### src/rtl/core_pkg.sv
// Shared issue-stage types: datapath widths, ALU/branch function codes and the decoded-op record.
package core_pkg;
    localparam int XLEN = 32;
    localparam int RA_W = 5;

    localparam logic [2:0] F3_ADD = 3'b000;
    localparam logic [2:0] F3_MIN = 3'b001;
    localparam logic [2:0] F3_SLL = 3'b010;
    localparam logic [2:0] F3_MAX = 3'b011;
    localparam logic [2:0] F3_XOR = 3'b100;

    localparam logic [2:0] BR_BEQ  = 3'b000;
    localparam logic [2:0] BR_BNE  = 3'b001;
    localparam logic [2:0] BR_B010 = 3'b010;
    localparam logic [2:0] BR_B011 = 3'b011;
    localparam logic [2:0] BR_BLT  = 3'b100;
    localparam logic [2:0] BR_BGE  = 3'b101;
    localparam logic [2:0] BR_BLTU = 3'b110;
    localparam logic [2:0] BR_BGEU = 3'b111;

    typedef enum logic [1:0] {
        ST_EMPTY = 2'd0,
        ST_HOLD  = 2'd1,
        ST_FULL  = 2'd2
    } issue_state_t;

    typedef struct packed {
        logic [2:0]      funct3;
        logic            is_branch;
        logic            use_imm;
        logic [RA_W-1:0] rs1;
        logic [RA_W-1:0] rs2;
        logic [XLEN-1:0] rs1_val;
        logic [XLEN-1:0] rs2_val;
        logic [XLEN-1:0] imm;
        logic [RA_W-1:0] rd;
    } issue_op_t;
endpackage

### src/rtl/alu_operand_fwd.sv
// Resolves one source operand: x0 reads zero, then EX result, then writeback data, then the raw value.
module alu_operand_fwd #(
    parameter int XLEN = 32,
    parameter int RA_W = 5
) (
    input  logic [RA_W-1:0] i_rs,
    input  logic [XLEN-1:0] i_raw,
    input  logic            i_ex_en,
    input  logic [RA_W-1:0] i_ex_rd,
    input  logic [XLEN-1:0] i_ex_data,
    input  logic            i_wb_en,
    input  logic [RA_W-1:0] i_wb_rd,
    input  logic [XLEN-1:0] i_wb_data,
    output logic [XLEN-1:0] o_val,
    output logic            o_fwd
);
    // A nonzero rs guarantees the matched EX/WB destination is nonzero too
    always_comb begin
        o_val = i_raw;
        o_fwd = 1'b0;
        if (i_rs == '0) begin
            o_val = '0;
        end else if (i_ex_en && (i_ex_rd == i_rs)) begin
            o_val = i_ex_data;
            o_fwd = 1'b1;
        end else if (i_wb_en && (i_wb_rd == i_rs)) begin
            o_val = i_wb_data;
            o_fwd = 1'b1;
        end
    end
endmodule

### src/rtl/alu_issue.sv
// ALU issue stage: one-entry skid buffer with EX/WB operand forwarding and held-operand refresh.
// Define ALU_ISSUE_STATS_EN to add the stat_issued/stat_stall/stat_fwd counters.
module alu_issue #(
    parameter int XLEN = core_pkg::XLEN,
    parameter int RA_W = core_pkg::RA_W
) (
    input  logic            clk,
    input  logic            rstn,
    input  logic            in_valid,
    output logic            in_ready,
    input  logic [2:0]      in_funct3,
    input  logic            in_is_branch,
    input  logic            in_use_imm,
    input  logic [RA_W-1:0] in_rs1,
    input  logic [RA_W-1:0] in_rs2,
    input  logic [XLEN-1:0] in_rs1_val,
    input  logic [XLEN-1:0] in_rs2_val,
    input  logic [XLEN-1:0] in_imm,
    input  logic [RA_W-1:0] in_rd,
    input  logic [XLEN-1:0] alu_result,
    input  logic            wb_valid,
    input  logic [RA_W-1:0] wb_rd,
    input  logic [XLEN-1:0] wb_data,
    output logic            out_valid,
    input  logic            out_ready,
    output logic [XLEN-1:0] out_src1,
    output logic [XLEN-1:0] out_src2,
    output logic [2:0]      out_funct3,
    output logic            out_is_branch,
    output logic [RA_W-1:0] out_rd
`ifdef ALU_ISSUE_STATS_EN
    ,
    output logic [31:0]     stat_issued,
    output logic [31:0]     stat_stall,
    output logic [31:0]     stat_fwd
`endif
);
    import core_pkg::*;

    issue_state_t    r_state, w_state_nxt;
    issue_op_t       r_skid, w_in_op, w_ld_op, w_sk_op;
    logic [XLEN-1:0] r_src1, r_src2;
    logic [2:0]      r_funct3;
    logic            r_is_branch, r_src2_reg;
    logic [RA_W-1:0] r_rd, r_rs1, r_rs2;
    logic            w_fire, w_accept, w_load_out, w_load_skid, w_from_skid;
    logic [XLEN-1:0] w_ld_src1, w_ld_src2, w_sk_rs1, w_sk_rs2;
    logic            w_ld_fwd1, w_ld_fwd2, w_sk_fwd1, w_sk_fwd2;
    logic            w_unused_fwd;

    assign in_ready  = (r_state != ST_FULL);
    assign out_valid = (r_state != ST_EMPTY);
    assign w_fire    = out_valid && out_ready;
    assign w_accept  = in_valid && in_ready;

    assign w_in_op = '{funct3: in_funct3, is_branch: in_is_branch, use_imm: in_use_imm,
                       rs1: in_rs1, rs2: in_rs2, rs1_val: in_rs1_val, rs2_val: in_rs2_val,
                       imm: in_imm, rd: in_rd};
    assign w_ld_op = w_from_skid ? r_skid : w_in_op;
    // Skid refresh follows the stored entry while full, otherwise captures the incoming op
    assign w_sk_op = (r_state == ST_FULL) ? r_skid : w_in_op;

    always_ff @(posedge clk or negedge rstn) begin
        if (!rstn) r_state <= ST_EMPTY;
        else       r_state <= w_state_nxt;
    end

    always_comb begin
        w_state_nxt = r_state;
        w_load_out  = 1'b0;
        w_load_skid = 1'b0;
        w_from_skid = 1'b0;
        case (r_state)
            ST_EMPTY: if (w_accept) begin
                w_state_nxt = ST_HOLD;
                w_load_out  = 1'b1;
            end
            ST_HOLD: begin
                if (w_accept && w_fire) begin
                    w_load_out = 1'b1;
                end else if (w_accept) begin
                    w_state_nxt = ST_FULL;
                    w_load_skid = 1'b1;
                end else if (w_fire) begin
                    w_state_nxt = ST_EMPTY;
                end
            end
            ST_FULL: if (w_fire) begin
                w_state_nxt = ST_HOLD;
                w_load_out  = 1'b1;
                w_from_skid = 1'b1;
            end
            default: w_state_nxt = ST_EMPTY;
        endcase
    end

    alu_operand_fwd #(.XLEN(XLEN), .RA_W(RA_W)) u_fwd_ld1 (
        .i_rs(w_ld_op.rs1), .i_raw(w_ld_op.rs1_val), .i_ex_en(w_fire), .i_ex_rd(r_rd),
        .i_ex_data(alu_result), .i_wb_en(wb_valid), .i_wb_rd(wb_rd), .i_wb_data(wb_data),
        .o_val(w_ld_src1), .o_fwd(w_ld_fwd1));
    alu_operand_fwd #(.XLEN(XLEN), .RA_W(RA_W)) u_fwd_ld2 (
        .i_rs(w_ld_op.rs2), .i_raw(w_ld_op.rs2_val), .i_ex_en(w_fire), .i_ex_rd(r_rd),
        .i_ex_data(alu_result), .i_wb_en(wb_valid), .i_wb_rd(wb_rd), .i_wb_data(wb_data),
        .o_val(w_ld_src2), .o_fwd(w_ld_fwd2));
    alu_operand_fwd #(.XLEN(XLEN), .RA_W(RA_W)) u_fwd_sk1 (
        .i_rs(w_sk_op.rs1), .i_raw(w_sk_op.rs1_val), .i_ex_en(1'b0), .i_ex_rd('0),
        .i_ex_data('0), .i_wb_en(wb_valid), .i_wb_rd(wb_rd), .i_wb_data(wb_data),
        .o_val(w_sk_rs1), .o_fwd(w_sk_fwd1));
    alu_operand_fwd #(.XLEN(XLEN), .RA_W(RA_W)) u_fwd_sk2 (
        .i_rs(w_sk_op.rs2), .i_raw(w_sk_op.rs2_val), .i_ex_en(1'b0), .i_ex_rd('0),
        .i_ex_data('0), .i_wb_en(wb_valid), .i_wb_rd(wb_rd), .i_wb_data(wb_data),
        .o_val(w_sk_rs2), .o_fwd(w_sk_fwd2));

    always_ff @(posedge clk or negedge rstn) begin
        if (!rstn) begin
            r_skid <= '0;
        end else if (w_load_skid || (r_state == ST_FULL)) begin
            r_skid         <= w_sk_op;
            r_skid.rs1_val <= w_sk_rs1;
            r_skid.rs2_val <= w_sk_rs2;
        end
    end

    // Output register: load on move, otherwise let writeback refresh a held register operand
    always_ff @(posedge clk or negedge rstn) begin
        if (!rstn) begin
            r_src1      <= '0;
            r_src2      <= '0;
            r_funct3    <= '0;
            r_is_branch <= 1'b0;
            r_rd        <= '0;
            r_rs1       <= '0;
            r_rs2       <= '0;
            r_src2_reg  <= 1'b0;
        end else if (w_load_out) begin
            r_src1      <= w_ld_src1;
            r_src2      <= w_ld_op.use_imm ? w_ld_op.imm : w_ld_src2;
            r_funct3    <= w_ld_op.funct3;
            r_is_branch <= w_ld_op.is_branch;
            r_rd        <= w_ld_op.is_branch ? '0 : w_ld_op.rd;
            r_rs1       <= w_ld_op.rs1;
            r_rs2       <= w_ld_op.rs2;
            r_src2_reg  <= !w_ld_op.use_imm;
        end else if (out_valid && !w_fire && wb_valid) begin
            if ((r_rs1 != '0) && (wb_rd == r_rs1)) r_src1 <= wb_data;
            if (r_src2_reg && (r_rs2 != '0) && (wb_rd == r_rs2)) r_src2 <= wb_data;
        end
    end

    assign out_src1      = r_src1;
    assign out_src2      = r_src2;
    assign out_funct3    = r_funct3;
    assign out_is_branch = r_is_branch;
    assign out_rd        = r_rd;

`ifdef ALU_ISSUE_STATS_EN
    logic [31:0] r_stat_issued, r_stat_stall, r_stat_fwd;

    always_ff @(posedge clk or negedge rstn) begin
        if (!rstn) begin
            r_stat_issued <= '0;
            r_stat_stall  <= '0;
            r_stat_fwd    <= '0;
        end else begin
            if (w_fire)                  r_stat_issued <= r_stat_issued + 32'd1;
            if (out_valid && !out_ready) r_stat_stall  <= r_stat_stall + 32'd1;
            if (w_load_out)
                r_stat_fwd <= r_stat_fwd + 32'(w_ld_fwd1) + 32'(w_ld_fwd2 && !w_ld_op.use_imm);
        end
    end

    assign stat_issued  = r_stat_issued;
    assign stat_stall   = r_stat_stall;
    assign stat_fwd     = r_stat_fwd;
    assign w_unused_fwd = w_sk_fwd1 ^ w_sk_fwd2;
`else
    assign w_unused_fwd = w_sk_fwd1 ^ w_sk_fwd2 ^ w_ld_fwd1 ^ w_ld_fwd2;
`endif
endmodule

### config.mk
export PLATFORM = sky130hd
export DESIGN_NAME = alu_issue
export DESIGN_NICKNAME = d
export VERILOG_FILES = /design/src/rtl/core_pkg.sv /design/src/rtl/alu_operand_fwd.sv /design/src/rtl/alu_issue.sv
export SDC_FILE = /design/constraint.sdc
export NUM_CORES = 1
export LEC_CHECK = 0
export ABC_AREA = 0
export ABC_CLOCK_PERIOD_IN_PS = 2750
export CELL_PAD_IN_SITES_DETAIL_PLACEMENT = 1
export CELL_PAD_IN_SITES_GLOBAL_PLACEMENT = 1
export CORE_ASPECT_RATIO = 0.8
export CORE_MARGIN = 4
export CORE_UTILIZATION = 35
export DETAILED_ROUTE_END_ITERATION = 8
export PLACE_DENSITY_LB_ADDON = 0.1
export SYNTH_ARGS = -nofsm -noshare
export SYNTH_HDL_FRONTEND = slang
export SYNTH_SLANG_ARGS = --single-unit
### constraint.sdc
create_clock -name clk -period 2.75 [get_ports clk]
set_clock_uncertainty 0.05 [all_clocks]
set_input_delay 0.55 -clock clk [delete_from_list [all_inputs] [get_ports clk]]
set_output_delay 0.55 -clock clk [all_outputs]
set_load 0.005 [all_outputs]
==> flow_summary_export.csv, run 1 <==
group,metric,value,unit
status,outcome,"complete, but fails checks",
status,violations,"negative setup slack",
yosys,synth_edf_count,0,
clock_network,cts_tree,"yes",
min_path,holdCritPathClass,"register to register",
grt,grt_use_total,26.6,%
worst_setup_path,end_kind,"register",
clock_network,path_clk_slew,60,ps
pwr,p_total,12.6,mW
timing,fin_ws,-48.3,ps
pwr,switching_share,32.3,%
floorplanning,rows,61,
placement,dp_slack,-666,ps
worst_setup_path,worst_ep_required_time,3110,ps
yosys,synth_compound_area_share,20.7,%
floorplanning,core_area,34700,um^2
grt,gr-total-overflow,0,
yosys,synth_area,12300,um^2
pwr,power.internal,8.56,mW
placement,portBuffers,264,
routing,num_vias,12700,
clock_network,clk_latency,550,ps
placement,hpwl,36600,um
worst_setup_path,cp_num_buf_inv,2,
yosys,synth_top_area_cell,"dfrtp_1",
yosys,syn_avg_cell_area,8.42,um^2
timing,fin_crit_sh,102,%
yosys,synth_xor_area_share,2.92,%
timing,setup-tns-final,-72.3,ps
yosys,synth_commonest_cells,"nand2_1, dfrtp_1, a21oi_1, a22o_1, mux2i_1",
worst_setup_path,cpPeakStageDelay,440,ps
yosys,yosysWarnings,0,
grt,antenna_found_initial,7,
clock_network,cts_buffers,25,
timing,fmax,357,MHz
timing,hold_ws,424,ps
yosys,synthCells,1458,
routing,vias_per_cell,5.66,
worst_setup_path,startpoint,"r_state[0]",
timing,final_hold_viol_count,0,
routing,wl,55400,um
worst_setup_path,r2r-start,"r_state[0]",
final_layout,syn2layout_area_growth,46.6,%
pwr,seqPwrFrac,37.4,%
worst_setup_path,reg2reg_depth,9,
pwr,pwr-share-clk,29.2,%
yosys,synth_top_family_by_area,"compound AO/OA/AOI/OAI gates",
floorplanning,dieWidth,217,um
final_layout,fin_nets,1952,
yosys,synthDistinctLibCells,50,
worst_setup_path,start_kind,"register",
yosys,synthAdderAreaFrac,0,%
final_layout,final.fill_count,4003,
grt,grt_pass1_wl,80000,um
yosys,synth_mux_area_share,10.4,%
floorplanning,initial_core_util,35.4,%
worst_setup_path,path_class,"register to register",
routing,drtIter0Drc,927,
routing,wire_per_inst,24.6,um
yosys,yosysMostFrequentCell,"nand2_1",
clock_network,clockBufferDepth,3,
floorplanning,die_area,38200,um^2
final_layout,largest_register_ffs,116,
yosys,synthArstFlopShare,100,%
yosys,synth_ff_type,"dfrtp_1",
timing,relSlewSlack,46.4,%
worst_setup_path,crit_chain,"nor2_2 -> or3b_4 -> or4_4 -> nor4_4 -> buf_6 -> buf_6 -> mux2_1 -> a21oi_1 -> o221ai_1",
routing,drtPass1Iterations,5,
pwr,peakVddDrop,0.000292,V
final_layout,top_register,"r_skid",
routing,drc,0,
worst_setup_path,r2r_setup_slack,-50,ps
yosys,synth_nets,1648,
timing,worst_slew_pin_slew,802,ps
worst_setup_path,cpLargestDelayFamily,"simple AND/OR/NAND/NOR gates",
yosys,yosysSeqAreaShare,41.2,%
worst_setup_path,cpMostUsedCell,"buf_6",
placement,gp_congestion,0.844,
timing,setup_viol,2,
yosys,synth_top_cell_area_share,41.2,%
pwr,switchingPower,4.08,mW
run,cap_violations,0,
timing,fin_crit,2800,ps
timing,timing.final.max_slew_violations,0,
pwr,power_density,702,nW/um^2
yosys,synth_seq_cells,202,
pwr,pwr-share-comb,33.4,%
worst_setup_path,worst-path-stages,9,
clock_network,h-tree-depth,1,
clock_network,cts_sinks,202,
final_layout,drive_gt1_share,15.9,%
floorplanning,chipHeight,176,um
clock_network,cts_root_buf,"clkbuf_16",
worst_setup_path,crit_end,"out_src2[11]",
worst_setup_path,critPathMaxFanout,6,
floorplanning,io_pins,265,
grt,first_global_vias,13300,
worst_setup_path,r2r_end,"out_src2[11]",
pwr,power_leakage,8.25,nW
yosys,synth-simple-area-share,18.3,%
grt,grt_max_degree,70,
worst_setup_path,crit_slowest_cell,"or4_4",
yosys,yosys-top-cells-area,"dfrtp_1, nand2_1, mux2i_1, a22o_1, a21oi_1",
timing,rsz0062_at_grt,"yes",
worst_setup_path,critPathArrivalTime,3160,ps
routing,drtAntennaViolNets,0,
-- worst min path at each step --
stage,startpoint,endpoint,slack [ps],cells past startpoint
after global routing,r_skid[9],r_skid[9],450,2
after detailed placement,r_skid[9],r_skid[9],410,2
final,r_skid[19],r_skid[19],420,2
after floorplan,rstn,out_funct3[0],200,0
after global placement,r_skid[2],r_skid[2],410,2
after CTS,r_skid[9],r_skid[9],430,2
-- placed cells by master (no fill, tap or decap), types with 5 or more instances in the layout --
cell             count
o221ai_2             9
and3_1              31
xor2_1              18
clkbuf_16           35
a21oi_2             28
clkdlybuf4s50_1    261
mux2i_1             85
buf_6               13
bufinv_16            6
buf_4               75
clkinv_2             5
o221ai_1            24
a21oi_1             80
nand2_1            431
dfrtp_1            201
a22o_1              96
o21ai_0             71
o21ai_1              8
nor3_1               6
a221o_1             32
buf_12              32
mux2_4              28
xnor2_1             21
inv_1               70
nor2_1              21
-- through the flow --
stage	util [%]	instance area, um^2	cells
5_1_grt	51.9	18000	2252
3_5_place_dp	47.1	16300	2185
6_report	51.9	18000	2252
3_3_place_gp	47.1	16300	2185
4_1_cts	49.9	17300	2232
2_1_floorplan	-	12400	1458
-- repair_timing --
item,in CTS,in global routing
gates resized for setup,10,93
endpoints found under the hold margin,48,0
endpoints found under the setup margin,94,112
hold buffers,1,0
pin swaps,1,24
buffers inserted,1,6
cloned,1,13
-- routing by layer --
layer  global-route usage, %  up-vias  wire [um]
met2                    43.6      451      25600
met4                    5.83       12       1100
met3                    5.17       76       3560
li1                        -     5661          -
met1                    36.8     6546      25000
met5                       0        -         84
-- power by group through the flow --
stage	sequential, mW	combinational [mW]	clock, mW
5_1_grt	4.84	4.57	3.87
4_1_cts	4.69	3.99	3.75
3_3_place_gp	4.69	3.79	0
2_1_floorplan	4.51	2.01	0
3_5_place_dp	4.72	3.93	0
6_report	4.72	4.22	3.70
-- cell families after synthesis --
group / Yosys count
DFF: 202
xor gates and xnor gates: 41
and+or+nand+nor: 531
AOI/OAI and AO/OA: 370
muxes: 123
buffers and inverters: 191
-- worst min-delay path, stage by stage (launching register included) --
cell and delay, ps:
dfrtp_1 340, nand2_1 50, nand2_1 50
-- layout make-up --
cell class	instances	area, um^2	share of cell area, %
clock buffer	31	668	3.71
antenna	1	2.50	0.0139
clock inverter	13	221	1.23
inverter	71	272	1.51
timing repair buffer	396	4280	23.8
tap	472	591	3.28
multi-input combinational	1066	6910	38.4
sequential	202	5060	28.1
No activity file was read; power rests on OpenSTA's default activity.
==> inputs of run 2 (changes only) <==
--- a/config.mk
+++ b/config.mk
@@ -13,6 +13,7 @@
 export CORE_MARGIN = 4
 export CORE_UTILIZATION = 35
 export DETAILED_ROUTE_END_ITERATION = 8
+export GPL_TIMING_DRIVEN = 0
 export PLACE_DENSITY_LB_ADDON = 0.1
 export SYNTH_ARGS = -nofsm -noshare
 export SYNTH_HDL_FRONTEND = slang
==> run 2 against run 1 <==
  * The flow still finishes with violations (negative setup slack)
  * Hold slack worse by 380 ps
  * Flip-flop and latch count unchanged
  * Fmax down 2.2%
  * Non-clock buffer count up 32
  * Register-to-register slack worse by 60 ps
  * Global-route usage up 1.6 points
  * Clock power down 14%
  * Cell count up 1.2%
  * Largest cell class unchanged
==> flow_summary_export.csv, run 2 (synthesis gave the netlist of run 1 again) <==
group,metric,value,unit
worst_setup_path,r2r_end,"r_skid[83]",
clock_network,clk_latency,540,ps
floorplanning,rows,61,
routing,wire_per_inst,24.5,um
timing,timing.final.max_slew_violations,0,
timing,fin_crit,2860,ps
grt,antenna_found_initial,1,
clock_network,cts-hold-fix-buffers,0,
final_layout,drive_gt1_share,16.6,%
floorplanning,core_area,34700,um^2
placement,gp_congestion,0.847,
placement,portBuffers,256,
final_layout,final_util,51.4,%
floorplanning,chipHeight,176,um
pwr,power_leakage,8.14,nW
floorplanning,io_pins,265,
final_layout,mostFrequentLayoutCell,"nand2_1",
status,outcome,"complete, but fails checks",
timing,fin_crit_sh,104,%
worst_setup_path,crit_end,"r_skid[83]",
timing,fin_ws,-111,ps
worst_setup_path,cpPeakStageDelay,690,ps
pwr,power_density,690,nW/um^2
routing,drtIter0Drc,1044,
worst_setup_path,path_class,"register to register",
placement,hpwl,38900,um
final_layout,top_register,"r_skid",
clock_network,path_clk_slew,60,ps
worst_setup_path,critPathMaxFanout,7,
placement,dp_slack,-1220,ps
clock_network,cts_sinks,202,
grt,gr-total-overflow,0,
routing,drc,0,
worst_setup_path,reg2reg_depth,6,
routing,wl,55800,um
min_path,holdCritPathClass,"input port to async pin",
placement,place_area,15600,um^2
worst_setup_path,end_kind,"register",
worst_setup_path,crit_chain,"or4_1 -> o21ai_0 -> inv_1 -> a22o_4 -> clkbuf_16 -> a22o_1",
final_layout,fin_area,17800,um^2
clock_network,cts_root_buf,"clkbuf_16",
placement,dp.cells,2188,
worst_setup_path,crit_slowest_cell,"o21ai_0",
floorplanning,die_area,38200,um^2
worst_setup_path,startpoint,"r_skid[108]",
timing,setup_viol,100,
pwr,peakVddDrop,0.000360,V
worst_setup_path,r2r_setup_slack,-110,ps
routing,drtAntennaViolNets,0,
clock_network,h-tree-depth,1,
floorplanning,initial_core_util,35.4,%
timing,rsz0062_at_grt,"yes",
final_layout,stdcell_count,2279,
timing,final_hold_viol_count,0,
pwr,p_total,12.3,mW
timing,worst_slew_pin_slew,856,ps
worst_setup_path,start_kind,"register",
grt,grt_use_total,28.2,%
final_layout,fin_nets,1982,
grt,first_global_vias,13400,
routing,drtPass1Iterations,5,
grt,grt_pass1_wl,83800,um
final_layout,largest_register_ffs,116,
status,violations,"negative setup slack",
worst_setup_path,critPathArrivalTime,3220,ps
run,cap_violations,0,
clock_network,cts_buffers,24,
routing,vias_per_cell,5.62,
timing,fmax,350,MHz
final_layout,final_cell_mix,"nand2_1, clkdlybuf4s50_1, dfrtp_1, a22o_1, mux2i_1",
floorplanning,dieWidth,217,um
final_layout,syn2layout_area_growth,45.2,%
routing,num_vias,12800,
clock_network,cts_tree,"yes",
clock_network,clockBufferDepth,3,
timing,relSlewSlack,42.4,%
worst_setup_path,r2r-start,"r_skid[108]",
worst_setup_path,worst_ep_required_time,3110,ps
grt,grt_max_degree,103,
run 2: how the worst min path moves through the flow:
stage,startpoint,end,slack [ps],depth (start not counted)
global route,rstn,r_skid[1],100,1
CTS,rstn,r_state[1],70,1
detailed placement,r_skid[1],r_skid[1],410,2
floorplan,rstn,out_funct3[0],200,0
finish,rstn,r_state[1],40,1
global placement,r_skid[11],r_skid[11],410,2
run 2: per-stage QoR:
stage	setup TNS [ps]	hold slack, ps
after floorplan	-1960	204
after global placement	-1874630	408
after detailed placement	-136900	413
after CTS	-4590	67.9
after global routing	-13610	99.3
final	-5370	41.4
run 2: what timing repair did:
action,in CTS,in global routing
endpoints found under the setup margin,146,140
setup buffers,34,13
cloned,11,3
pin swaps,62,54
gates resized for setup,182,109
run 2: where the power goes:
| part | internal [mW] | leakage, nW | switching [mW] |
|---|---|---|---|
| logic | 2.39 | 5.24 | 2.00 |
| clock network | 1.81 | 0.373 | 1.36 |
| registers | 3.97 | 2.53 | 0.753 |
run 2: cell type report:
type                       count  area (um^2)
inverter                      71          274
fill                        3986        16800
timing repair buffer         315         3240
multi-input combinational   1065         7070
clock inverter                 4         20.0
buffer                       113          846
sequential                   202         5060
tap                          472          591
clock buffer                  36          727
antenna                        1         2.50
run 2: routing by layer:
metal	track usage (%)	up-vias	part of all wire, %
li1	-	5731	-
met1	41.1	6572	47
met2	45.6	445	46
met3	4.12	61	5.5
met4	4.77	0	1.8
met5	0	-	0
run 2: critical path, delay by kind of cell (launching register included):
| family | cells | cell delay (ps) |
|---|---|---|
| DFF | 1 | 500 |
| AOI/OAI and AO/OA | 3 | 1270 |
| buffers and inverters | 2 | 340 |
| and+or+nand+nor | 1 | 560 |
